**config.mk**
```make
export PLATFORM = sky130hd
export DESIGN_NAME = pp_mailbox_bridge
export DESIGN_NICKNAME = d
export VERILOG_FILES = /design/src/rtl/pp_mailbox_bridge.sv
export SDC_FILE = /design/constraint.sdc
export NUM_CORES = 2
export LEC_CHECK = 0
export BUFFER_PORTS_ARGS = -buffer_cell sky130_fd_sc_hd__buf_4
export CORE_UTILIZATION = 66
export DETAILED_ROUTE_END_ITERATION = 16
export PLACE_DENSITY = 0.91
export SLEW_MARGIN = 20
export SYNTH_ARGS = -nofsm -noshare
export SYNTH_HDL_FRONTEND = slang
export SYNTH_SLANG_ARGS = --single-unit
export TNS_END_PERCENT = 5
```
**constraint.sdc**
```tcl
create_clock -name clk_clk -period 13.4 [get_ports clk_clk]
set_input_delay 0.67 -clock clk_clk [delete_from_list [all_inputs] [get_ports clk_clk]]
set_output_delay 0.67 -clock clk_clk [all_outputs]
set_load 0.005 [all_outputs]
```
**src/rtl/pp_mailbox_bridge.sv**
```systemverilog
// HPS<->fabric mailbox bridge: toggle-handshaked PIO command word drives
// per-channel TX/RX FWFT FIFOs; the result is returned on the PIO response word.
module pp_mbx_fifo #(
  parameter int W     = 8,
  parameter int DEPTH = 8,
  parameter int AW    = $clog2(DEPTH)
) (
  input  logic          i_clk,
  input  logic          i_rst,
  input  logic          i_push,
  input  logic [W-1:0]  i_wdata,
  input  logic          i_pop,
  output logic [W-1:0]  o_head,
  output logic [AW:0]   o_count
);
  logic [W-1:0]  r_mem [DEPTH];
  logic [AW-1:0] r_wptr, r_rptr;
  logic [AW:0]   r_cnt;

  // Callers gate push on not-full and pop on not-empty.
  always_ff @(posedge i_clk) begin
    if (i_rst) begin
      r_wptr <= '0;
      r_rptr <= '0;
      r_cnt  <= '0;
    end else begin
      if (i_push) r_wptr <= r_wptr + AW'(1);
      if (i_pop)  r_rptr <= r_rptr + AW'(1);
      case ({i_push, i_pop})
        2'b10:   r_cnt <= r_cnt + (AW+1)'(1);
        2'b01:   r_cnt <= r_cnt - (AW+1)'(1);
        default: r_cnt <= r_cnt;
      endcase
    end
  end

  always_ff @(posedge i_clk) begin
    if (i_push && !i_rst) r_mem[r_wptr] <= i_wdata;
  end

  assign o_head  = (r_cnt != '0) ? r_mem[r_rptr] : '0;
  assign o_count = r_cnt;
endmodule

module pp_mailbox_bridge #(
  parameter  int DATA_W = 32,
  parameter  int CH     = 4,
  parameter  int DEPTH  = 8,
  localparam int CH_W   = (CH == 1) ? 1 : $clog2(CH),
  localparam int PAY_W  = DATA_W - 2 - CH_W
) (
  input  logic                clk_clk,
  input  logic                reset_reset,
  input  logic [DATA_W-1:0]   pp_out_axi_export,
  output logic [DATA_W-1:0]   pp_in_axi_export,
  output logic [CH*PAY_W-1:0] tx_data,
  output logic [CH-1:0]       tx_valid,
  input  logic [CH-1:0]       tx_ready,
  input  logic [CH*PAY_W-1:0] rx_data,
  input  logic [CH-1:0]       rx_valid,
  output logic [CH-1:0]       rx_ready,
  output logic [CH-1:0]       rx_pending
);
  localparam int CW = $clog2(DEPTH) + 1;
  localparam logic [1:0] S_IDLE = 2'd0;
  localparam logic [1:0] S_EXEC = 2'd1;
  localparam logic [1:0] S_ACK  = 2'd2;

  logic [DATA_W-1:0] r_cmd_q, r_resp;
  logic [1:0]        r_state;
  logic              r_last_tog, r_tog, r_op;
  logic [CH_W-1:0]   r_ch;
  logic [PAY_W-1:0]  r_pay, r_rdata;
  logic              r_err, r_rdv;

  logic [CH-1:0]            w_sel, w_tx_full, w_rx_full;
  logic [CH-1:0]            w_tx_push, w_tx_pop, w_rx_push, w_rx_pop;
  logic [CH-1:0][CW-1:0]    w_tx_cnt, w_rx_cnt;
  logic [CH-1:0][PAY_W-1:0] w_rx_head;
  logic                     w_exec, w_ch_ok, w_tx_full_sel, w_rx_empty_sel;
  logic                     w_err, w_rdv;
  logic [PAY_W-1:0]         w_rd;
  logic [DATA_W-1:0]        w_resp;

  assign w_exec = (r_state == S_EXEC);

  for (genvar c = 0; c < CH; c++) begin : g_ch
    assign w_sel[c]      = (r_ch == CH_W'(c));
    assign w_tx_full[c]  = (w_tx_cnt[c] == CW'(DEPTH));
    assign w_rx_full[c]  = (w_rx_cnt[c] == CW'(DEPTH));
    assign tx_valid[c]   = |w_tx_cnt[c];
    assign rx_pending[c] = |w_rx_cnt[c];
    assign rx_ready[c]   = ~w_rx_full[c];
    assign w_tx_push[c]  = w_exec & ~r_op & w_sel[c] & ~w_tx_full[c];
    assign w_tx_pop[c]   = tx_valid[c] & tx_ready[c];
    assign w_rx_push[c]  = rx_valid[c] & rx_ready[c];
    assign w_rx_pop[c]   = w_exec & r_op & w_sel[c] & rx_pending[c];

    pp_mbx_fifo #(.W(PAY_W), .DEPTH(DEPTH)) u_tx (
      .i_clk(clk_clk), .i_rst(reset_reset),
      .i_push(w_tx_push[c]), .i_wdata(r_pay), .i_pop(w_tx_pop[c]),
      .o_head(tx_data[c*PAY_W +: PAY_W]), .o_count(w_tx_cnt[c])
    );
    pp_mbx_fifo #(.W(PAY_W), .DEPTH(DEPTH)) u_rx (
      .i_clk(clk_clk), .i_rst(reset_reset),
      .i_push(w_rx_push[c]), .i_wdata(rx_data[c*PAY_W +: PAY_W]), .i_pop(w_rx_pop[c]),
      .o_head(w_rx_head[c]), .o_count(w_rx_cnt[c])
    );
  end

  // An out-of-range channel matches no select bit, so it gets err with no access.
  assign w_ch_ok        = |w_sel;
  assign w_tx_full_sel  = |(w_sel & w_tx_full);
  assign w_rx_empty_sel = |(w_sel & ~rx_pending);
  assign w_err          = ~w_ch_ok | (r_op ? w_rx_empty_sel : w_tx_full_sel);
  assign w_rdv          = w_ch_ok & r_op & ~w_rx_empty_sel;

  always_comb begin
    w_rd = '0;
    for (int c = 0; c < CH; c++)
      if (w_sel[c] && w_rdv) w_rd = w_rx_head[c];
  end

  always_comb begin
    w_resp              = '0;
    w_resp[DATA_W-1]    = r_tog;
    w_resp[DATA_W-2]    = r_err;
    w_resp[DATA_W-3]    = r_rdv;
    w_resp[PAY_W-1:0]   = r_rdata;
  end

  // Reset re-syncs last_tog to the live word so a stale tog starts nothing.
  always_ff @(posedge clk_clk) begin
    if (reset_reset) begin
      r_cmd_q    <= pp_out_axi_export;
      r_last_tog <= pp_out_axi_export[DATA_W-1];
      r_resp     <= {pp_out_axi_export[DATA_W-1], {(DATA_W-1){1'b0}}};
      r_state    <= S_IDLE;
      r_tog      <= 1'b0;
      r_op       <= 1'b0;
      r_ch       <= '0;
      r_pay      <= '0;
      r_err      <= 1'b0;
      r_rdv      <= 1'b0;
      r_rdata    <= '0;
    end else begin
      r_cmd_q <= pp_out_axi_export;
      case (r_state)
        S_IDLE: if (r_cmd_q[DATA_W-1] != r_last_tog) begin
          r_tog   <= r_cmd_q[DATA_W-1];
          r_op    <= r_cmd_q[DATA_W-2];
          r_ch    <= r_cmd_q[DATA_W-3 -: CH_W];
          r_pay   <= r_cmd_q[PAY_W-1:0];
          r_state <= S_EXEC;
        end
        S_EXEC: begin
          r_err   <= w_err;
          r_rdv   <= w_rdv;
          r_rdata <= w_rd;
          r_state <= S_ACK;
        end
        S_ACK: begin
          r_resp     <= w_resp;
          r_last_tog <= r_tog;
          r_state    <= S_IDLE;
        end
        default: r_state <= S_IDLE;
      endcase
    end
  end

  assign pp_in_axi_export = r_resp;
endmodule

```
; ---- Word-level counts from Yosys, hierarchy flattened
; Memory sizes are Yosys's and may differ from the RTL's. A register that Yosys moved wholly into a read port is not among the register bits.
; Index checks and enable logic that the tools add are counted.
[word_totals]
reg_bits = 208
mem_bits_rw = 1792
memories = 8
elab_cells = 253
[classes]
eq_ne = 31
addsub = 32
bitwise_logic = 43
muxes = 59
reduce_logical = 44
[memory_table]
columns = memory, depth, word_bits, read_ports, rd_clocked_by_memory_dff, wr, line
row1 = g_ch[0].u_rx.r_mem, 8, 28, 1, 1, 1, 16  ; logic [W-1:0] r_mem [DEPTH];
row2 = g_ch[0].u_tx.r_mem, 8, 28, 1, 1, 1, 16
row3 = g_ch[1].u_rx.r_mem, 8, 28, 1, 1, 1, 16
row4 = g_ch[1].u_tx.r_mem, 8, 28, 1, 1, 1, 16
row5 = g_ch[2].u_rx.r_mem, 8, 28, 1, 1, 1, 16
row6 = g_ch[2].u_tx.r_mem, 8, 28, 1, 1, 1, 16
row7 = 2 more memories, --, --, --, --, --, --
[ops]
columns = operator, n
row1 = 28-bit 2-to-1 mux, 12
row2 = 32-bit 2-to-1 mux, 2
row3 = 4-bit one-hot mux with 2 select lines, 8
row4 = "3-bit by 1-bit adder with 3-bit output, second input constant", 16
row5 = 3-bit 2-to-1 mux, 16
row6 = 4-bit OR reduction, 11
row7 = "4-bit by 1-bit adder with 4-bit output, second input constant", 8
row8 = "4-bit == test, second input constant", 8
row9 = 4-bit nonzero test, 8
row10 = "4-bit by 1-bit subtractor with 4-bit output, second input constant", 8
row11 = 1-bit bitwise AND, 28
row12 = "2-bit == test, second input constant", 11
row13 = "2-bit by 1-bit == test with 1-bit output, second input constant", 10
row14 = 1-bit 2-to-1 mux, 19
row15 = 2-bit nonzero test, 9
row16 = 1-bit logical AND, 12
row17 = 1-bit NOT, 11
row18 = 4-bit bitwise AND, 2
row19 = 2-bit logical NOT, 2
row20 = 4-bit NOT, 1
row21 = 2-bit one-hot mux with 2 select lines, 1
row22 = 2-bit 2-to-1 mux, 1
row23 = "2-bit inequality test, second input constant", 1
row24 = 2-bit AND reduction, 1
row25 = other kinds (3), 3

; ---- Longest topological paths before layout
[depth]
word_depth = 11
depth_mapped = 13
ltp_nobuf = 11

; ---- Cells and area by module
; Synthesis repeated with hierarchy kept, for this count alone.
[hier_totals]
cells_unflattened = 4049
area_unflattened_um2 = 79221.0
[by_module_without_submodules]
columns = mod, instances, cells_per_inst, area_per_inst_um2, seq_area_each_um2
row1 = pp_mbx_fifo, 8, 425, 9190.1, 6986.7
row2 = pp_mailbox_bridge, 1, 649, 5700.5, 2582.5

; ---- Worst setup path after synthesis
; No wires, ideal clock.
[synth_path]
path_type = register to register
start = register r_op
end = memory g_ch[2].u_tx.r_mem[0][0] (netlist name), enable pin
path_stages_with_launch = 7
setup_time_ps = 494
arrival_time_ps = 4522
t_required_ps = 12906
period_less_slack_ps = 5016
path_slack_ps = 8384
path_cell_list = dfxtp_1 buf_6 or3b_1 buf_6 nor3_1 inv_1 nor4b_1
[synth_between]
elab_chain_len = 7
[synth_lines]
columns = element, line
row1 = from (decl), 71  ; logic r_last_tog, r_tog, r_op;
row2 = from (signal assigned), 151  ; r_op <= r_cmd_q[DATA_W-2];
row3 = 1-bit NOT, 94  ; assign w_tx_push[c] = w_exec & ~r_op & w_sel[c] & ~w_tx_full[c];
row4 = 1-bit bitwise AND (3 in series), 94
row5 = 1-bit logical AND, 38  ; if (i_push && !i_rst) r_mem[r_wptr] <= i_wdata;
row6 = 1-bit 2-to-1 mux, 38
row7 = 1-bit 2-to-1 mux (not written as such), 38
row8 = to (decl), 16
; No other way between the ends.

; ---- Worst setup path after layout
[layout_path]
start = register r_ch[1]
end = register g_ch[3].u_tx.r_cnt[2]
[layout_between]
elab_chain_len = 5
elab_cells_between_ends = 7
[layout_lines]
columns = element, line
row1 = from (decl), 72  ; logic [CH_W-1:0] r_ch;
row2 = from (signal assigned), 152  ; r_ch <= r_cmd_q[DATA_W-3 -: CH_W];
row3 = 2-bit == test (*), 88  ; assign w_sel[c] = (r_ch == CH_W'(c));
row4 = 1-bit bitwise AND (*) (2 in series), 94
row5 = 2-bit by 1-bit == test with 1-bit output or 2-bit == test (tied branches), 29  ; case ({i_push, i_pop})
row6 = 4-bit one-hot mux with 2 select lines or 2-bit nonzero test (tied branches), --
row7 = to (signal assigned), 30  ; 2'b10: r_cnt <= r_cnt + (AW+1)'(1);
row8 = to (signal assigned), 31  ; 2'b01: r_cnt <= r_cnt - (AW+1)'(1);
row9 = to (signal assigned), 32  ; default: r_cnt <= r_cnt;
row10 = to (decl), 18  ; logic [AW:0] r_cnt;
; Mark *: on every way between the ends. The rest lies on a longest branch, timed or not.
; A chain may end at the register's enable or synchronous reset.

==> qor.txt <==
===========================================================================================
Mean routed wirelength per cell                                                    34.25 µm
Maximum number of pins on one net before global-route repair                             76
Critical path required time                                                        14.10 ns
Final critical path time including I/O delays and setup                            4.643 ns
Power density over the cells                                                   151.7 mW/mm²
CTS tree                                                                              built
Total standard cell area after synthesis                                        0.07715 mm²
Critical Path, Cell by Cell                                                    nand2_1 > nor3_2 > inv_1 > ha_1 > xor2_1 > ha_1 > a31oi_1 > mux2i_1 > mux2_2
Synthesis Warnings                                                                        0
Net count after synthesis                                                              4093
Boundary pin count                                                                      310
Cell at the slowest stage of the critical path                                 sky130_fd_sc_hd__dfxtp_1
Worst Clk Skew                                                                   0.03598 ns
First-pass GRT wire length                                                        294700 µm
Number of levels the H-tree was split into                                                4
Die outline area                                                                 0.1183 mm²
Clock Pin Slew Worst Setup and Hold Paths                                           0.07 ns
Avg Inst Size Synth                                                               19.77 µm²
Delay-heaviest family, CP                                                      simple AND/OR/NAND/NOR gates
Core box area                                                                    0.1160 mm²
Number of optimization iterations in the first detailed-route pass                        7
Number of design-rule violations left by the first detailed-router iteration           6355
Crit path buf inv count                                                                   1
Master cell of the clock root buffer                                           sky130_fd_sc_hd__clkbuf_16
Total power                                                                        13.39 mW
Number of cells on the worst reg-to-reg path                                              9
Non-Filler Instances                                                                   6034
Number of nets with antenna violations after detailed routing                             0
Placed Cells                                                                           5642
RSZ-0062 raised after global routing                                                  false
Via density                                                                           7.002
Total half-perimeter wirelength after legalization and detailed placement         109600 µm
Total of flip-flops plus latches after synthesis                                       2024
Final-layout setup total negative slack                                                0 ns
Total overflow reported by the global router                                              0
IR drop worst, VDD                                                              0.0001500 V
Status                                                                         finished clean
Delay of the slowest cell on the worst path                                         1.00 ns
Fin Hold WS                                                                      0.07495 ns
Final Routed Wirelength                                                           206700 µm
DIE HEIGHT                                                                         343.9 µm
Biggest fanout along the worst timing path                                               23
Final Cycle Share                                                                    34.65%
Number of distinct standard cells referenced by the synthesized netlist                  64
Layout cell share with drive strength beyond 1                                       28.43%
Final core area utilization                                                          76.02%
Cells after synthesis                                                                  3903
Crit start category                                                                register
Worst-case setup slack after placement                                             9.144 ns
Buffers on Ports                                                                        308
Slack of the critical path                                                         8.757 ns
Number of gates on the worst path with buffers counted                                    9
Number of antenna violations at the first check in global routing                        13
# setup viols final                                                                       0
Share of the yosys chip area belonging to registers                                  75.80%
Count of flip-flops with a built-in enable after synthesis                             1794
Number of inserted filler cells in the final layout                                    5626
Leakage power figure                                                               28.41 nW
Number of max-capacitance violations reported                                             0
Initial core utilization                                                             66.48%
Path category of the worst min-delay check                                           in2reg
Slew HR                                                                              19.36%
Placed cell area                                                                0.08171 mm²
Hold depth                                                                                1
GPL Wtd Cong                                                                         0.8419
Layout overhead on the synthesized area                                              14.36%
Die extent in x                                                                    343.9 µm
Critical path's most frequent cell                                             sky130_fd_sc_hd__ha_1
Worst-margin pin slew                                                              1.205 ns
Post-CTS Repair Setup Buffers                                                             0
Vias after detailed routing                                                           42250
Clock Latency Late Sink                                                             0.83 ns
Final number of hold-violating endpoints                                                  0
Ys async rst share                                                                       0%
Vias in the first global route                                                        42890
Ys flop type                                                                   sky130_fd_sc_hd__edfxtp_1
Fin. max-slew vios                                                                        0
Remaining design rule violation count                                                     0
Total Nets Final                                                                       4529
Critical Path AT                                                                    5.34 ns
Critical path class                                                                 reg2reg
Final Cell Area                                                                 0.08822 mm²
Clock buffers created by TritonCTS                                                      186
GR Util All Layers                                                                   35.38%
Kind of end point of the critical path                                             register
Clock Sinks                                                                            2024
Deepest clock path buffer count                                                           3
Peak clock frequency supported by timing                                         0.2154 GHz
Row count                                                                               125
===========================================================================================
## sequential cells by signal, summed over array words and instances, names as in the netlist, 2 cells and up, named ones only
signal and count:
r_rdata 28, g_ch.u_rx.o_count 16, g_ch.u_tx.r_rptr 12, r_pay 28, g_ch.u_tx.r_mem 896, g_ch.u_rx.r_wptr 12, r_ch 2, r_cmd_q 32
pp_in_axi_export 31, g_ch.u_rx.r_mem 896, g_ch.u_rx.r_rptr 12, r_state 2, g_ch.u_tx.o_count 16, g_ch.u_tx.r_wptr 12
## worst register-to-register path, stage by stage, from the launching register on
cell                      delay, ns
sky130_fd_sc_hd__dfxtp_1       1.00
sky130_fd_sc_hd__nand2_1       0.93
sky130_fd_sc_hd__nor3_2        0.81
sky130_fd_sc_hd__inv_1         0.20
sky130_fd_sc_hd__ha_1          0.38
sky130_fd_sc_hd__xor2_1        0.20
sky130_fd_sc_hd__ha_1          0.21
sky130_fd_sc_hd__a31oi_1       0.20
sky130_fd_sc_hd__mux2i_1       0.25
sky130_fd_sc_hd__mux2_2        0.35
## Yosys cell counts (all sizes together) (36+ instances only)
| cell | number | share of area [%] |
|---|---|---|
| edfxtp | 1794 | 70 |
| buf | 100 | 0.62 |
| xor2 | 41 | 0.47 |
| mux2i | 207 | 2.7 |
| o21ai | 75 | 0.49 |
| a21oi | 119 | 0.77 |
| ha | 36 | 0.58 |
| mux4 | 443 | 13 |
| clkbuf | 111 | 0.54 |
| dfxtp | 230 | 6.0 |
| nand2 | 206 | 1.0 |
| nor2 | 240 | 1.2 |
## cell usage in the layout (no fill, tap or decap), types with 17 or more instances in the layout
cell,count
sky130_fd_sc_hd__buf_4,425
sky130_fd_sc_hd__mux4_2,443
sky130_fd_sc_hd__mux2i_1,206
sky130_fd_sc_hd__clkinv_1,30
sky130_fd_sc_hd__o21ai_0,75
sky130_fd_sc_hd__a21oi_1,119
sky130_fd_sc_hd__o22ai_1,24
sky130_fd_sc_hd__dlygate4sd3_1,32
sky130_fd_sc_hd__nor3_2,17
sky130_fd_sc_hd__mux2_2,17
sky130_fd_sc_hd__xor2_1,41
sky130_fd_sc_hd__nand2_1,206
sky130_fd_sc_hd__clkbuf_16,193
sky130_fd_sc_hd__edfxtp_1,1794
sky130_fd_sc_hd__a221oi_1,18
sky130_fd_sc_hd__ha_1,36
sky130_fd_sc_hd__nor2_2,31
sky130_fd_sc_hd__nor2_1,208
sky130_fd_sc_hd__clkinv_2,35
sky130_fd_sc_hd__dfxtp_2,20
sky130_fd_sc_hd__clkbuf_1,45
sky130_fd_sc_hd__dfxtp_1,202
## routing by layer
metal,GRT usage (%),wire (µm)
met1,42.37,65260
met2,58.58,102400
met3,9.516,24770
met4,19.78,13990
met5,0.8013,228
## logic make-up (layout without fill, tap and decap cells)
| logic type | after synthesis | after routing | synth area share (%) |
|---|---|---|---|
| adder cells (fa/ha/maj) | 36 | 36 | 0.5839 |
| AND/OR/NAND/NOR | 603 | 603 | 3.620 |
| XOR/XNOR | 54 | 54 | 0.6131 |
| other | 1 | 13 | 0.004861 |
| buffers and inverters | 230 | 825 | 1.252 |
| flip-flops | 2024 | 2024 | 75.80 |
| AO/OA/AOI/OAI | 287 | 287 | 2.240 |
| multiplexers | 668 | 668 | 15.89 |
## area by class of cell
cell class                      count  area [µm²]  area share, %
Clock inverter                    102        1025          1.162
Sequential cell                  2024       58530          66.34
Inverter                           19       71.32        0.08084
Timing Repair Buffer              459        3550          4.023
Antenna cell                       12       30.03        0.03404
Tap cell                         1524        1907          2.161
Multi-Input combinational cell   1649       18020          20.42
Clock buffer                      245        5095          5.775
## power by group
group          total [mW]  switching [mW]  internal [mW]
Sequential           7.09           0.109           6.98
Combinational       0.919           0.562          0.357
Clock                5.38            2.38           3.00
Total                13.4            3.05           10.3
## path summary, 6_finish.rpt
check	start	endpoint	slack (ns)
min reg2reg	r_cmd_q[30]$_DFF_P_	r_op$_SDFFE_PP0P_	0.46
max reg2reg	r_ch[1]$_SDFFE_PP0P_	g_ch[3].u_tx.o_count[2]$_SDFFE_PP0P_	8.76
max	r_ch[1]$_SDFFE_PP0P_	g_ch[3].u_tx.o_count[2]$_SDFFE_PP0P_	8.76
min	rx_data[28]	g_ch[1].u_rx.r_mem[4][0]$_DFFE_PP_	0.07
## timing repair
| item | CTS | global route |
|---|---|---|
| setup endpoints to repair | 0 | 0 |
| hold buffers | 32 | 0 |
| hold endpoints to repair | 32 | 0 |
| gates resized for setup | 0 | 0 |
No activity file was read; power rests on OpenSTA's default activity.
